### src/rtl/cond_sum_subtractor_seq.sv
// cond_sum_subtractor_seq
//   Iterative subtractor: diff = a - b - bin (mod 2^WIDTH), one CHUNK-bit
//   slice per clock, LSB slice first. Each slice precomputes its result for
//   borrow-in 0 and borrow-in 1 (conditional-sum style). The borrow registered
//   from the previous slice picks one of the two.
//
// Parameters
//   WIDTH  operand/result width, integer multiple of CHUNK
//   CHUNK  bits per cycle, 2..WIDTH
//
// Ports
//   clk        rising-edge clock
//   rst_n      asynchronous active-low reset
//   in_valid   operands present          in_ready   block can accept operands
//   a, b       minuend / subtrahend      bin        borrow in
//   out_valid  result valid              out_ready  consumer accepts result
//   diff       (a - b - bin) mod 2^WIDTH bout       1 iff a < b + bin
//   busy       operation in progress (RUN or DONE)
//   zero, ovf  result-is-zero / signed overflow flags (only with CSS_FLAGS_EN)
//
// Optional feature macro: CSS_FLAGS_EN adds the zero and ovf outputs.

module cond_sum_subtractor_seq #(
  parameter int WIDTH = 16,
  parameter int CHUNK = 4
) (
  input  logic             clk,
  input  logic             rst_n,
  input  logic             in_valid,
  output logic             in_ready,
  input  logic [WIDTH-1:0] a,
  input  logic [WIDTH-1:0] b,
  input  logic             bin,
  output logic             out_valid,
  input  logic             out_ready,
  output logic [WIDTH-1:0] diff,
  output logic             bout,
  output logic             busy
`ifdef CSS_FLAGS_EN
  ,
  output logic             zero,
  output logic             ovf
`endif
);

  localparam int NSLICE = WIDTH / CHUNK;
  localparam int IDX_W  = (NSLICE > 1) ? $clog2(NSLICE) : 1;
  localparam int BASE_W = $clog2(WIDTH);
  localparam logic [IDX_W-1:0] LAST_IDX = IDX_W'(NSLICE - 1);

  if ((CHUNK < 2) || (CHUNK > WIDTH) || ((WIDTH % CHUNK) != 0)) begin : g_param_check
    $error("cond_sum_subtractor_seq: CHUNK must be 2..WIDTH and divide WIDTH");
  end

  typedef enum logic [1:0] {IDLE, RUN, DONE} state_t;

  state_t state, state_nxt;

  logic [WIDTH-1:0]  a_r, b_r;
  logic              brw;
  logic [IDX_W-1:0]  idx;
  logic [BASE_W-1:0] base;
  logic [CHUNK-1:0]  a_s, b_s;
  logic [CHUNK:0]    r0, r1;
  logic [CHUNK-1:0]  d_sel;
  logic              bo_sel;
  logic              accept;
  logic              last_slice;

  // {borrow, difference} of one slice; the top bit is set exactly when
  // x < y + bi, because the extended result goes negative.
  function automatic logic [CHUNK:0] slice_sub(input logic [CHUNK-1:0] x,
                                               input logic [CHUNK-1:0] y,
                                               input logic             bi);
    slice_sub = {1'b0, x} - {1'b0, y} - {{CHUNK{1'b0}}, bi};
  endfunction

  // Slice select and both conditional candidates
  always_comb begin
    base       = BASE_W'(idx * CHUNK);
    a_s        = a_r[base +: CHUNK];
    b_s        = b_r[base +: CHUNK];
    r0         = slice_sub(a_s, b_s, 1'b0);
    r1         = slice_sub(a_s, b_s, 1'b1);
    {bo_sel, d_sel} = brw ? r1 : r0;
    accept     = in_valid && (state == IDLE);
    last_slice = (idx == LAST_IDX);
  end

  // State register
  always_ff @(posedge clk or negedge rst_n) begin
    if (!rst_n) state <= IDLE;
    else        state <= state_nxt;
  end

  // Next state and handshake outputs
  always_comb begin
    state_nxt = state;
    in_ready  = 1'b0;
    out_valid = 1'b0;
    busy      = 1'b0;
    case (state)
      IDLE: begin
        in_ready = 1'b1;
        if (in_valid) state_nxt = RUN;
      end
      RUN: begin
        busy = 1'b1;
        if (last_slice) state_nxt = DONE;
      end
      DONE: begin
        busy      = 1'b1;
        out_valid = 1'b1;
        if (out_ready) state_nxt = IDLE;
      end
      default: state_nxt = IDLE;
    endcase
  end

  // Operand capture; only read while RUN, so no reset needed
  always_ff @(posedge clk) begin
    if (accept) begin
      a_r <= a;
      b_r <= b;
    end
  end

  // Slice result write-back, running borrow and final flags
  always_ff @(posedge clk or negedge rst_n) begin
    if (!rst_n) begin
      brw  <= 1'b0;
      idx  <= '0;
      diff <= '0;
      bout <= 1'b0;
`ifdef CSS_FLAGS_EN
      zero <= 1'b0;
      ovf  <= 1'b0;
`endif
    end else begin
      case (state)
        IDLE: begin
          if (accept) begin
            brw  <= bin;
            idx  <= '0;
            diff <= '0;
          end
        end
        RUN: begin
          diff[base +: CHUNK] <= d_sel;
          brw                 <= bo_sel;
          idx                 <= idx + 1'b1;
          if (last_slice) begin
            bout <= bo_sel;
`ifdef CSS_FLAGS_EN
            // Lower slices are already in diff and the top slice is still
            // zero, so the final result is zero iff both parts are zero.
            zero <= (diff == '0) && (d_sel == '0);
            ovf  <= (a_r[WIDTH-1] != b_r[WIDTH-1]) && (d_sel[CHUNK-1] != a_r[WIDTH-1]);
`endif
          end
        end
        default: ;
      endcase
    end
  end

endmodule
### config.mk
export PLATFORM = sky130hd
export DESIGN_NAME = cond_sum_subtractor_seq
export DESIGN_NICKNAME = d
export VERILOG_FILES = /design/src/rtl/cond_sum_subtractor_seq.sv
export SDC_FILE = /design/constraint.sdc
export NUM_CORES = 1
export LEC_CHECK = 0
export ABC_AREA = 1
export BUFFER_PORTS_ARGS = -buffer_cell sky130_fd_sc_hd__buf_4
export CORE_ASPECT_RATIO = 0.75
export CORE_MARGIN = 4
export CORE_UTILIZATION = 40
export CTS_BUF_LIST = sky130_fd_sc_hd__clkbuf_4 sky130_fd_sc_hd__clkbuf_8 sky130_fd_sc_hd__clkbuf_16
export CTS_CLUSTER_SIZE = 28
export DETAILED_ROUTE_END_ITERATION = 16
export HOLD_SLACK_MARGIN = 0.03
export SETUP_SLACK_MARGIN = 0.05
export SYNTH_ARGS = -nofsm -noshare
export SYNTH_HDL_FRONTEND = slang
export SYNTH_SLANG_ARGS = --single-unit
### constraint.sdc
create_clock -name clk -period 3.6 [get_ports clk]
set_clock_uncertainty 0.15 [all_clocks]
set_input_delay 1.08 -clock clk [delete_from_list [all_inputs] [get_ports clk]]
set_output_delay 1.08 -clock clk [all_outputs]
set_load 0.1 [all_outputs]
-- Yosys cells after proc, flatten, opt, wreduce, memory -nomap -nowiden
Cells that the tools add are included.
- mux-type cells: 15
- eq/ne operators: 7
- reduce and logical (&&, ||, !) cells: 7
- add/subtract/negate cells: 4
- shift-type cells: 4
- operators by type and width (cell ; number):
    $pmux W16 S2 ; 1
    $shiftx A16 B5 Y4 ; 2
    $bwmux W16 ; 1
    $mux W16 ; 1
    $shift A4 B6 Y16 const A ; 1
    $shiftx A4 B6 Y16 ; 1
    $mux W2 ; 4
    $ne A2 B2 Y1 const B ; 4
    $neg A4 Y6 ; 1
    $pmux W2 S3 ; 1
    $mux W5 ; 1
    $sub A4 B4 Y5 ; 1
    $sub A5 B1 Y5 const B ; 1
    $eq A2 B2 Y1 const B ; 2
    $mux W1 ; 4
    $pmux W2 S2 ; 1
    $reduce_and A2 Y1 ; 2
    $reduce_and A3 Y1 ; 1
    $add A2 B1 Y2 const B ; 1
    $eq A2 B1 Y1 const B ; 1
    $logic_not A2 Y1 ; 1
    $pmux W1 S2 ; 1
    $reduce_bool A2 Y1 ; 1
    $reduce_or A2 Y1 ; 1
    $logic_and A1 B1 Y1 ; 1
- input bits: 37
- output and inout bits: 20
- register bits: 54
- logic and storage cells: 44

-- Depth between registers and ports, before layout
Gate-level depths: netlist of the first run.
- word-level depth: 7
- gate-level depth with buffers: 16
- mapped depth without buffers: 15

-- Worst setup path after synthesis of the first run
No wires, ideal clock.
- kind: register -> register
- start: register idx[0]
- end: register diff[5]
- arrival: 2.531 ns
- period minus slack after synthesis: 2.763 ns
- stages on the path, launching flop included: 12
- slack: 0.837 ns
- cell sequence: dfrtp_1 -> clkinv_1 -> buf_2 -> o21ai_0 -> o22ai_1 -> ha_1 -> fa_1 -> ha_1 -> mux2_2 -> nor2_1 -> nand2_1 -> o21ai_0
- cells in the longest elaborated chain, start to end: 7
- RTL lines (element ; line ; RTL):
    start: declaration ; 61 ; logic [IDX_W-1:0] idx;
    start signal: assignment ; 151 ; idx <= idx + 1'b1;
    $shiftx A16 B5 Y4 (on tied branches) ; 81, 82 ;
    $sub A4 B4 Y5 ; 75 ; slice_sub = {1'b0, x} - {1'b0, y} - {{CHUNK{1'b0}}, bi};
    $sub A5 B1 Y5 ; 75 ;
    $mux W5 ; 85 ; {bo_sel, d_sel} = brw ? r1 : r0;
    $shiftx A4 B6 Y16 ; 149 ; diff[base +: CHUNK] <= d_sel;
    $bwmux W16 * ; 149 ;
    $pmux W16 S2 * ; 140 ; case (state)
    end signal: indexed assignment ; 149 ;
    end: declaration ; 36 ; output logic [WIDTH-1:0] diff,
Mark *: on every way between the ends. The rest lies on a longest branch, timed or not.
A chain may end at the register's enable or synchronous reset.

-- Worst setup path in the final report of the first run
- start: register idx[0]
- end: register diff[13]
Same word-level chain as after synthesis.

==> results by group, run 1 <==
Clocking
  • Clock tree from TritonCTS: yes
  • Post-cts resize count: 0
  • CTS Hold Buffers Added: 0
  • Total CTS buffers: 5
  • Clock root cell: clkbuf_8
  • Clock tree buffer depth: 2
  • Reg clk slew, reported paths: 90 ps
  • Clock sink count: 54
  • CTS H-tree depth: 2
  • Worst-skew pair later-pin latency: 310 ps
  • Setup bufs post-CTS: 0

Critical path
  • Slowest cell delay on critical path: 480 ps
  • Worst reg-to-reg path cell count: 10
  • Crit path max fanout: 20
  • Reg2reg start: idx[0]$_DFFE_PN0P_
  • Slowest library cell on the worst path: fa_1
  • Cell family with most CP delay: adder cells
  • Critical path type: flip-flop to flip-flop
  • CP arrival: 3120 ps
  • Req. time, crit path: 3680 ps
  • R2R setup slack: 560 ps
  • Worst Setup End Kind: flip-flop
  • Worst setup SP type: flip-flop
  • Worst r2r dst: diff[13]$_DFFE_PN0P_
  • Buffers and inverters on the worst path: 1
  • CP cell instances: clkinv_1 > o21ai_0 > o22ai_1 > ha_1 > fa_1 > ha_1 > mux2_2 > nor2_1 > nand2_1 > o21ai_0

Hold path
  • Hold Crit Class: flip-flop to flip-flop
  • Worst Hold Depth: 2
  • WHS Endpoint: bout$_DFFE_PN0P_
  • Hold_sp: bout$_DFFE_PN0P_

Placed design
  • GP Congestion: 0.856
  • Dpl hpwl: 3.99 mm
  • Setup Slack @ Placement: 535 ps
  • PortBufs: 56

Flow run
  • Max_cap viols: 0

Timing
  • Pins Over Slew Limit: 0
  • Setup TNS: 0 ps
  • Max frequency: 0.329 GHz
  • RSZ-0062 raised after global routing: no
  • Final setup fails: 0
  • Smallest hold slack: 351 ps
  • Post-route setup slack: 559 ps
  • Min cycle time layout: 3040 ps
  • Endpoints failing hold: 0
  • Slew HR: 0.601
  • Slew @ Worst Pin: 599 ps
  • Final worst-path cycle share: 0.845

Detailed routing
  • Vias per cell: 4.84
  • Post-route ant nets: 0
  • Routed len/inst: 13.9 um
  • WL final: 5.27 mm
  • Initial DRC count: 81
  • Vias: 1839
  • DRC Markers: 0
  • DR pass1 iterations: 4

Logic synthesis
  • Sequential cell area fraction in the yosys report: 0.603
  • Synth Area in XOR/XNOR: 0.00699
  • Post-Synth Adder-Cell Area: 0.0679
  • Top-area cell type share of the netlist area: 0.384
  • Synth warn: 0
  • Dominant cells by area after synthesis: edfxtp_1 38%, dfrtp_1 22%, nand2_1 7.6%
  • Syn nets: 291
  • Mapped Area: 0.00250 sq mm
  • Avg Cell Area, Syn: 10.4 sq um
  • Mux share of post-synthesis cell area: 0.00450
  • Unique masters post-synth: 28
  • Post-Synth Simple-Gate Area: 0.143
  • Synthesized instance count: 241
  • Synthesized flop and latch total: 54
  • Main combinational cell family by area after synthesis: simple AND/OR/NAND/NOR gates
  • Synth area leader: edfxtp_1
  • Compound-cell area share of the yosys netlist: 0.118

Cells and area
  • N_diodes: 0
  • Layout cells sized above 1: 0.242
  • Fin nets: 351
  • FILL cells: 541
  • P&R area growth vs syn: 23.8%

Floorplan
  • Die area: 0.00761 sq mm
  • I/O pin cnt: 57
  • Starting Density: 0.421
  • Overall die height: 76.5 um
  • Core area: 0.00595 sq mm
  • Die Width: 99.4 um
  • Placement Rows: 24

Power and ir drop
  • VDD IR-drop max: 0.332 mV
  • Total Power: 2.84 mW
  • Power per cell area: 915 mW/mm^2
  • Leakage: 1.42 nW

Global route
  • Vias in the first global route: 1801
  • First-pass GRT wire length: 8.70 mm
  • Pin count of the biggest net entering global routing: 33
  • Gr usage total: 0.146
  • Initial antenna violation count: 0
  • Total gr overflow: 0

Run status
  • Run status: finished clean
synth_stat cells:
cell type / instances
nand4_1: 1
nor3_1: 1
nor2_1: 20
mux2_2: 1
buf_4: 1
fa_1: 1
inv_1: 28
nor2_2: 1
o31ai_1: 3
o21ai_0: 21
o221ai_2: 1
o22ai_1: 7
dfrtp_1: 22
nand3_2: 1
ha_1: 12
nand2_1: 51
a21oi_2: 1
a32oi_1: 2
edfxtp_1: 32
a21oi_1: 9
clkbuf_1: 1
a32o_1: 3
nand3_1: 13
o21ai_2: 1
xor2_1: 2
clkinv_1: 1
inv_2: 1
buf_2: 3
kinds of logic after synthesis:
kind of cell | Yosys count
AO/OA/AOI/OAI | 48
XOR/XNOR | 2
adder cells (fa/ha/maj) | 13
multiplexers | 1
buffers and inverters | 35
flip-flops | 54
AND/OR/NAND/NOR | 88
per-stage QoR:
| step | std cells | cell area, sq um | util |
|---|---|---|---|
| after floorplan | 241 | 2500 | - |
| final | 380 | 3100 | 0.522 |
| after CTS | 380 | 3100 | 0.522 |
| after global placement | 372 | 3010 | 0.507 |
| after global routing | 380 | 3100 | 0.522 |
| after detailed placement | 372 | 3010 | 0.507 |
where the power goes:
group	switching [mW]	total, mW	internal (mW)
Combinational	1.18	1.66	0.476
Clock	0.189	0.333	0.144
Sequential	0.0524	0.846	0.794
Total	1.42	2.84	1.41
worst register-to-register path, stage by stage, from the launching register on:
cell	delay, ps
dfrtp_1	360
clkinv_1	430
o21ai_0	320
o22ai_1	110
ha_1	210
fa_1	480
ha_1	280
mux2_2	300
nor2_1	100
nand2_1	70
o21ai_0	160
state kept, by name, summed over array words and instances, names as in the netlist:
signal	cells
a_r	16
idx	2
diff	16
bout	1
state	2
b_r	16
brw	1
placed cells by master, fill, tap and decap left out, drive strengths merged, types with 2 or more instances in the layout:
cell / instances
o21ai: 22
clkbuf: 6
inv: 29
xor2: 2
a32oi: 2
a21oi: 10
nand2: 51
dfrtp: 22
edfxtp: 32
buf: 58
nor2: 21
a32o: 3
o22ai: 7
clkinv: 2
o31ai: 3
ha: 12
nand3: 14
worst max path at each step:
stage                             startpoint                    to  slack (ps)  cells after the start
after floorplan           idx[0]$_DFFE_PN0P_   diff[5]$_DFFE_PN0P_         840                     11
after global placement    idx[1]$_DFFE_PN0P_  diff[13]$_DFFE_PN0P_         680                     10
after detailed placement  idx[0]$_DFFE_PN0P_  diff[13]$_DFFE_PN0P_         540                     10
after CTS                 idx[0]$_DFFE_PN0P_  diff[13]$_DFFE_PN0P_         540                     10
after global routing      idx[0]$_DFFE_PN0P_  diff[13]$_DFFE_PN0P_         220                     10
final                     idx[0]$_DFFE_PN0P_  diff[13]$_DFFE_PN0P_         560                     10
area by class of cell:
| cell class | count | area (sq um) | share of cell area |
|---|---|---|---|
| clock buffer | 6 | 76.3 | 0.0246 |
| clock inverter | 2 | 13.8 | 0.00444 |
| inverter | 30 | 113 | 0.0363 |
| multi-input combinational | 152 | 855 | 0.276 |
| sequential | 54 | 1510 | 0.487 |
| tap | 78 | 97.6 | 0.0315 |
| timing repair buffer | 58 | 435 | 0.140 |
layer usage:
| metal | vias up | routed length [um] | track usage |
|---|---|---|---|
| met4 | 0 | 73 | 0.0532 |
| met3 | 6 | 319 | 0.0348 |
| li1 | 944 | - | - |
| met1 | 845 | 2650 | 0.219 |
| met2 | 44 | 2220 | 0.204 |
| met5 | - | 0 | 0 |
Power figures use the tool's default switching activity.
==> run 2, diff against run 1 <==
- clock period: 3.6 -> 2.8 ns (I/O delays scaled with it)
==> results by group, run 2 (same netlist as run 1, synthesis figures left out) <==
Placed design
  • PortBufs: 56
  • Dpl cells: 377
  • Post-DP Area: 0.00305 sq mm
  • GP Congestion: 0.854
  • Dpl hpwl: 4.28 mm
  • Setup Slack @ Placement: 52.4 ps

Timing
  • Slew @ Worst Pin: 606 ps
  • Min cycle time layout: 2670 ps
  • Max frequency: 0.375 GHz
  • RSZ-0062 raised after global routing: yes
  • Endpoints failing hold: 0
  • Final worst-path cycle share: 0.953
  • Final setup fails: 0
  • Slew HR: 0.596
  • Pins Over Slew Limit: 0
  • Post-route setup slack: 132 ps

Detailed routing
  • WL final: 5.65 mm
  • DR pass1 iterations: 6
  • Routed len/inst: 14.5 um
  • Vias per cell: 4.89
  • Post-route ant nets: 0
  • DRC Markers: 0
  • Vias: 1912
  • Initial DRC count: 144

Critical path
  • Worst Setup End Kind: flip-flop
  • Worst setup SP type: flip-flop
  • Slowest library cell on the worst path: fa_2
  • Slowest cell delay on critical path: 610 ps
  • Worst r2r dst: bout$_DFFE_PN0P_
  • CP cell instances: buf_6 > o21ai_1 > o22ai_1 > ha_2 > fa_2 > ha_4 > nand2_2 > a21oi_4 > nand3_1 > nand2_1 > nand2_2 > o21ai_0
  • CP most frequent cell: nand2_2
  • Req. time, crit path: 2880 ps
  • Crit path depth: 12
  • CP arrival: 2750 ps
  • Reg2reg start: idx[0]$_DFFE_PN0P_
  • R2R setup slack: 130 ps
  • Crit path max fanout: 8
  • Critical path type: flip-flop to flip-flop
  • Cell family with most CP delay: adder cells
  • Worst reg-to-reg path cell count: 12
  • Buffers and inverters on the worst path: 1

Clocking
  • Clock root cell: clkbuf_8
  • Clock tree from TritonCTS: yes
  • CTS H-tree depth: 2
  • Total CTS buffers: 5
  • Worst-skew pair later-pin latency: 310 ps
  • Clock sink count: 54
  • Reg clk slew, reported paths: 100 ps
  • Clock tree buffer depth: 2

Global route
  • First-pass GRT wire length: 9.27 mm
  • Most used routing layer: met1
  • Met2 usage in global routing: 0.213
  • Total gr overflow: 0
  • Initial antenna violation count: 0
  • Gr usage total: 0.153
  • Vias in the first global route: 1940
  • Met1 usage: 0.237
  • M3 GR Usage: 0.0320
  • Pin count of the biggest net entering global routing: 33

Power and ir drop
  • VDD IR-drop max: 0.495 mV
  • Leakage: 1.48 nW
  • Total Power: 4.15 mW
  • Power per cell area: 1270 mW/mm^2

Cells and area
  • Layout Utilization: 0.552
  • Post-Layout Cell Count: 391
  • FF/Latch Area: 0.00151 sq mm
  • Top Registers: a_r (16), b_r (16), diff (16)
  • Layout cells sized above 1: 0.326
  • Commonest non-fill, non-tap cells in the layout: 67 x buf_4, 45 x nand2_1, 32 x edfxtp_1, 27 x inv_1, 21 x dfrtp_1
  • Multi-input gate area: 937 sq um
  • FILL cells: 548
  • Post-route cell area: 0.00328 sq mm
  • P&R area growth vs syn: 30.9%
  • Most common cell after layout, fill and taps aside: buf_4
  • Fin nets: 362
  • N_diodes: 0

Run status
  • Run status: finished clean

Floorplan
  • Core area: 0.00595 sq mm
  • Placement Rows: 24
  • Starting Density: 0.421
  • Overall die height: 76.5 um
  • I/O pin cnt: 57
  • Die area: 0.00761 sq mm
  • Die Width: 99.4 um

Flow run
  • Max_cap viols: 0

Hold path
  • Hold Crit Class: input pin to asynchronous set/reset pin
==> run 2: changes by cell type in the layout (fill, tap and decap cells not counted), sizes merged <==
| cell | before | now |
|---|---|---|
| buf | 58 | 69 |
| clkbuf | 6 | 5 |
| inv | 29 | 30 |
==> run 2: how the worst max path moves through the flow <==
stage	start	to	slack, ps
2_1_floorplan	idx[0]$_DFFE_PN0P_	diff[5]$_DFFE_PN0P_	90
3_3_place_gp	idx[1]$_DFFE_PN0P_	brw$_DFFE_PN0P_	150
3_5_place_dp	idx[1]$_DFFE_PN0P_	diff[5]$_DFFE_PN0P_	50
4_1_cts	idx[1]$_DFFE_PN0P_	brw$_DFFE_PN0P_	70
5_1_grt	idx[0]$_DFFE_PN0P_	bout$_DFFE_PN0P_	-2
6_report	idx[0]$_DFFE_PN0P_	bout$_DFFE_PN0P_	130
==> run 2: area by class of cell <==
cell class                      count  share of cell area
Timing Repair Buffer               69               0.160
Clock buffer                        5              0.0210
Clock inverter                      3             0.00610
Tap cell                           78              0.0298
Inverter                           30              0.0359
Multi-Input combinational cell    152               0.286
Sequential cell                    54               0.461
==> run 2: per-layer routing <==
metal  wire length [um]  part of all wire  vias up
met5                  0                 0        -
met4                 51            0.0090        0
met3                280             0.050        4
met2               2370              0.42       48
met1               2950              0.52      891
li1                   -                 -      969
==> run 2: report_power, final <==
group	switching (mW)	leakage [nW]	internal, mW
Combinational	1.73	0.849	0.879
Clock	0.255	0.0422	0.177
Sequential	0.0842	0.592	1.02
Total	2.07	1.48	2.08
==> run 2: what timing repair did <==
| item | 4_1_cts | 5_1_grt |
|---|---|---|
| setup endpoints to repair | 0 | 12 |
| hold buffers | 0 | 0 |
| buffers inserted | 0 | 6 |
| gates resized for setup | 0 | 34 |
==> run 2: per-stage QoR <==
stage | hold WS (ps) | TNS, ps
after detailed placement | 327 | 0
after global placement | 327 | 0
after CTS | 260 | 0
final | 251 | 0
after global routing | 276 | -1.53
after floorplan | 328 | 0
==> run 3, diff against run 2 <==
- ABC_AREA: 1 -> default
==> results by group, run 3 <==
Logic synthesis
  • Synthesized instance count: 173
  • Post-Synth Simple-Gate Area: 0.0765
  • Most common cell in the netlist: edfxtp_1
  • Synthesized flop and latch total: 54
  • Synth warn: 0
  • Top cells by count, synth: 32 x edfxtp_1, 24 x o21ai_0, 22 x dfrtp_1, 21 x nand2_1, 13 x inv_1
  • Sequential cell area fraction in the yosys report: 0.633
  • Unique masters post-synth: 32
  • Post-synth EDFFs: 32
  • Mapped Area: 0.00239 sq mm
  • Mux share of post-synthesis cell area: 0.0844
  • Synth Area in XOR/XNOR: 0.0252
  • Compound-cell area share of the yosys netlist: 0.0833
  • Post-Synth Adder-Cell Area: 0.0713
  • Synth Flop Type: edfxtp_1
  • Avg Cell Area, Syn: 13.8 sq um
  • Main combinational cell family by area after synthesis: multiplexers
  • Top-area cell type share of the netlist area: 0.403
  • Dominant cells by area after synthesis: edfxtp_1 40%, dfrtp_1 23%, mux4_2 7.5%
  • Syn nets: 223
  • Synth area leader: edfxtp_1
  • FFs w/ async S/R, synth: 0.407

Floorplan
  • Starting Density: 0.412
  • Die area: 0.00728 sq mm
  • I/O pin cnt: 57
  • Die Width: 97.2 um
  • Placement Rows: 24
  • Overall die height: 74.9 um
  • Core area: 0.00580 sq mm

Detailed routing
  • Post-route ant nets: 0
  • DRC Markers: 0
  • DR pass1 iterations: 4
  • Initial DRC count: 76
  • Vias: 1590
  • WL final: 4.73 mm
  • Routed len/inst: 14.4 um
  • Vias per cell: 4.85

Cells and area
  • Post-route cell area: 0.00313 sq mm
  • P&R area growth vs syn: 31.3%
  • FILL cells: 507
  • Top Registers: a_r (16), b_r (16), diff (16)
  • Fin nets: 299
  • Multi-input gate area: 827 sq um
  • Commonest non-fill, non-tap cells in the layout: 72 x buf_4, 32 x edfxtp_1, 22 x dfrtp_1, 21 x nand2_1, 19 x o21ai_0
  • FF/Latch Area: 0.00151 sq mm
  • N_diodes: 0
  • Post-Layout Cell Count: 328
  • Layout cells sized above 1: 0.380
  • Most common cell after layout, fill and taps aside: buf_4

Flow run
  • Max_cap viols: 0

Timing
  • Final worst-path cycle share: 1.06
  • Endpoints failing hold: 0
  • RSZ-0062 raised after global routing: yes
  • Smallest hold slack: 263 ps
  • Final setup fails: 2
  • Pins Over Slew Limit: 0
  • Slew HR: 0.673
  • Setup TNS: -315 ps
  • Min cycle time layout: 2980 ps
  • Post-route setup slack: -177 ps
  • Slew @ Worst Pin: 485 ps
  • Max frequency: 0.336 GHz

Critical path
  • CP startpoint: idx[0]$_DFFE_PN0P_
  • Worst setup SP type: flip-flop
  • Crit path max fanout: 3
  • Worst Setup End Kind: flip-flop
  • CP arrival: 3010 ps
  • Slowest library cell on the worst path: fa_1
  • Slowest cell delay on critical path: 530 ps
  • CP cell instances: mux4_2 > ha_2 > fa_1 > ha_2 > nand2_1 > or3b_1 > mux2i_1 > xnor2_1 > o221ai_1
  • Reg2reg start: idx[0]$_DFFE_PN0P_
  • Critical path type: flip-flop to flip-flop
  • CP most frequent cell: ha_2
  • Req. time, crit path: 2830 ps

Run status
  • Failing checks: setup timing
  • Run status: complete, but fails checks

Power and ir drop
  • Int Power: 2.23 mW
  • Register share of total power: 0.287
  • Clock power frac: 0.134
  • Combinational share of power: 0.579
  • Power per cell area: 1210 mW/mm^2
  • P_sw: 1.58 mW
  • Switch share: 0.414
  • Leakage: 1.37 nW
  • VDD IR-drop max: 0.493 mV
  • Total Power: 3.81 mW

Clocking
  • Clock sink count: 54
  • CTS H-tree depth: 2
  • Clock tree from TritonCTS: yes
  • Worst-skew pair later-pin latency: 310 ps
  • Reg clk slew, reported paths: 100 ps
  • Clock root cell: clkbuf_8
  • CTS Hold Buffers Added: 0
  • Clock tree buffer depth: 2
  • Total CTS buffers: 5

Placed design
  • Post-DP Area: 0.00301 sq mm
  • Dpl cells: 319
  • Dpl hpwl: 3.69 mm
  • GP Congestion: 0.851
  • PortBufs: 56

Global route
  • Total gr overflow: 0
  • Gr usage total: 0.139
  • Initial antenna violation count: 0
  • Pin count of the biggest net entering global routing: 33
  • Vias in the first global route: 1626
  • First-pass GRT wire length: 7.84 mm

Hold path
  • Hold Crit Class: input pin to asynchronous set/reset pin
## run 3: area by class of cell
type / count / share of cell area
inverter: 13 / 0.0156
clock buffer: 5 / 0.0220
sequential: 54 / 0.482
tap: 78 / 0.0311
multi-input combinational: 103 / 0.264
clock inverter: 3 / 0.0128
timing repair buffer: 72 / 0.172
## run 3: power groups by stage
stage	registers (mW)	logic (mW)	clock network, mW
after floorplan	1.23	1.23	0
after global placement	1.11	2.11	0
after detailed placement	1.11	2.12	0
after CTS	1.10	2.18	0.527
after global routing	1.11	2.43	0.553
final	1.09	2.20	0.509
## run 3: logic make-up (layout without fill, tap and decap cells)
logic type,count (synthesis),after routing
AOI/OAI and AO/OA,36,36
buffers and inverters,16,93
DFF,54,54
xor gates and xnor gates,6,6
and+or+nand+nor,38,38
muxes,10,10
adders and majority gates,13,13
## run 3: timing repair
action,4_1_cts,5_1_grt
gates resized for setup,1,6
setup endpoints to repair,4,14
buffers inserted,1,0
pin swaps,3,1
## run 3: final timing paths
path                                       end  depth (start not counted)  slack [ps]
setup / recovery               brw$_DFFE_PN0P_                          9        -180
hold / removal             diff[4]$_DFFE_PN0P_                          1         260
setup reg to reg               brw$_DFFE_PN0P_                          9        -180
hold reg to reg            diff[7]$_DFFE_PN0P_                          2         340
max in group asynchronous  diff[3]$_DFFE_PN0P_                          1        2000
min in group clk           diff[7]$_DFFE_PN0P_                          2         340
## run 3: metal layers
layer / GRT usage / wire length [um]
met5: 0 / 0
met3: 0.0389 / 289
met2: 0.220 / 2170
met1: 0.187 / 2220
met4: 0.0498 / 51
## run 3: worst max-delay path: cells and delay by family (launching register included)
family                   cells  cell delay, ps
AO/OA/AOI/OAI                1             130
XOR/XNOR                     1             160
adder cells (fa/ha/maj)      3             910
flip-flops                   1             400
multiplexers                 2             680
AND/OR/NAND/NOR              2             410
## run 3: metrics by stage
step | worst slack [ps] | util
2_1_floorplan | -267 | -
3_3_place_gp | -148 | 0.519
3_5_place_dp | -158 | 0.519
4_1_cts | -191 | 0.540
5_1_grt | -373 | 0.541
6_report | -177 | 0.541
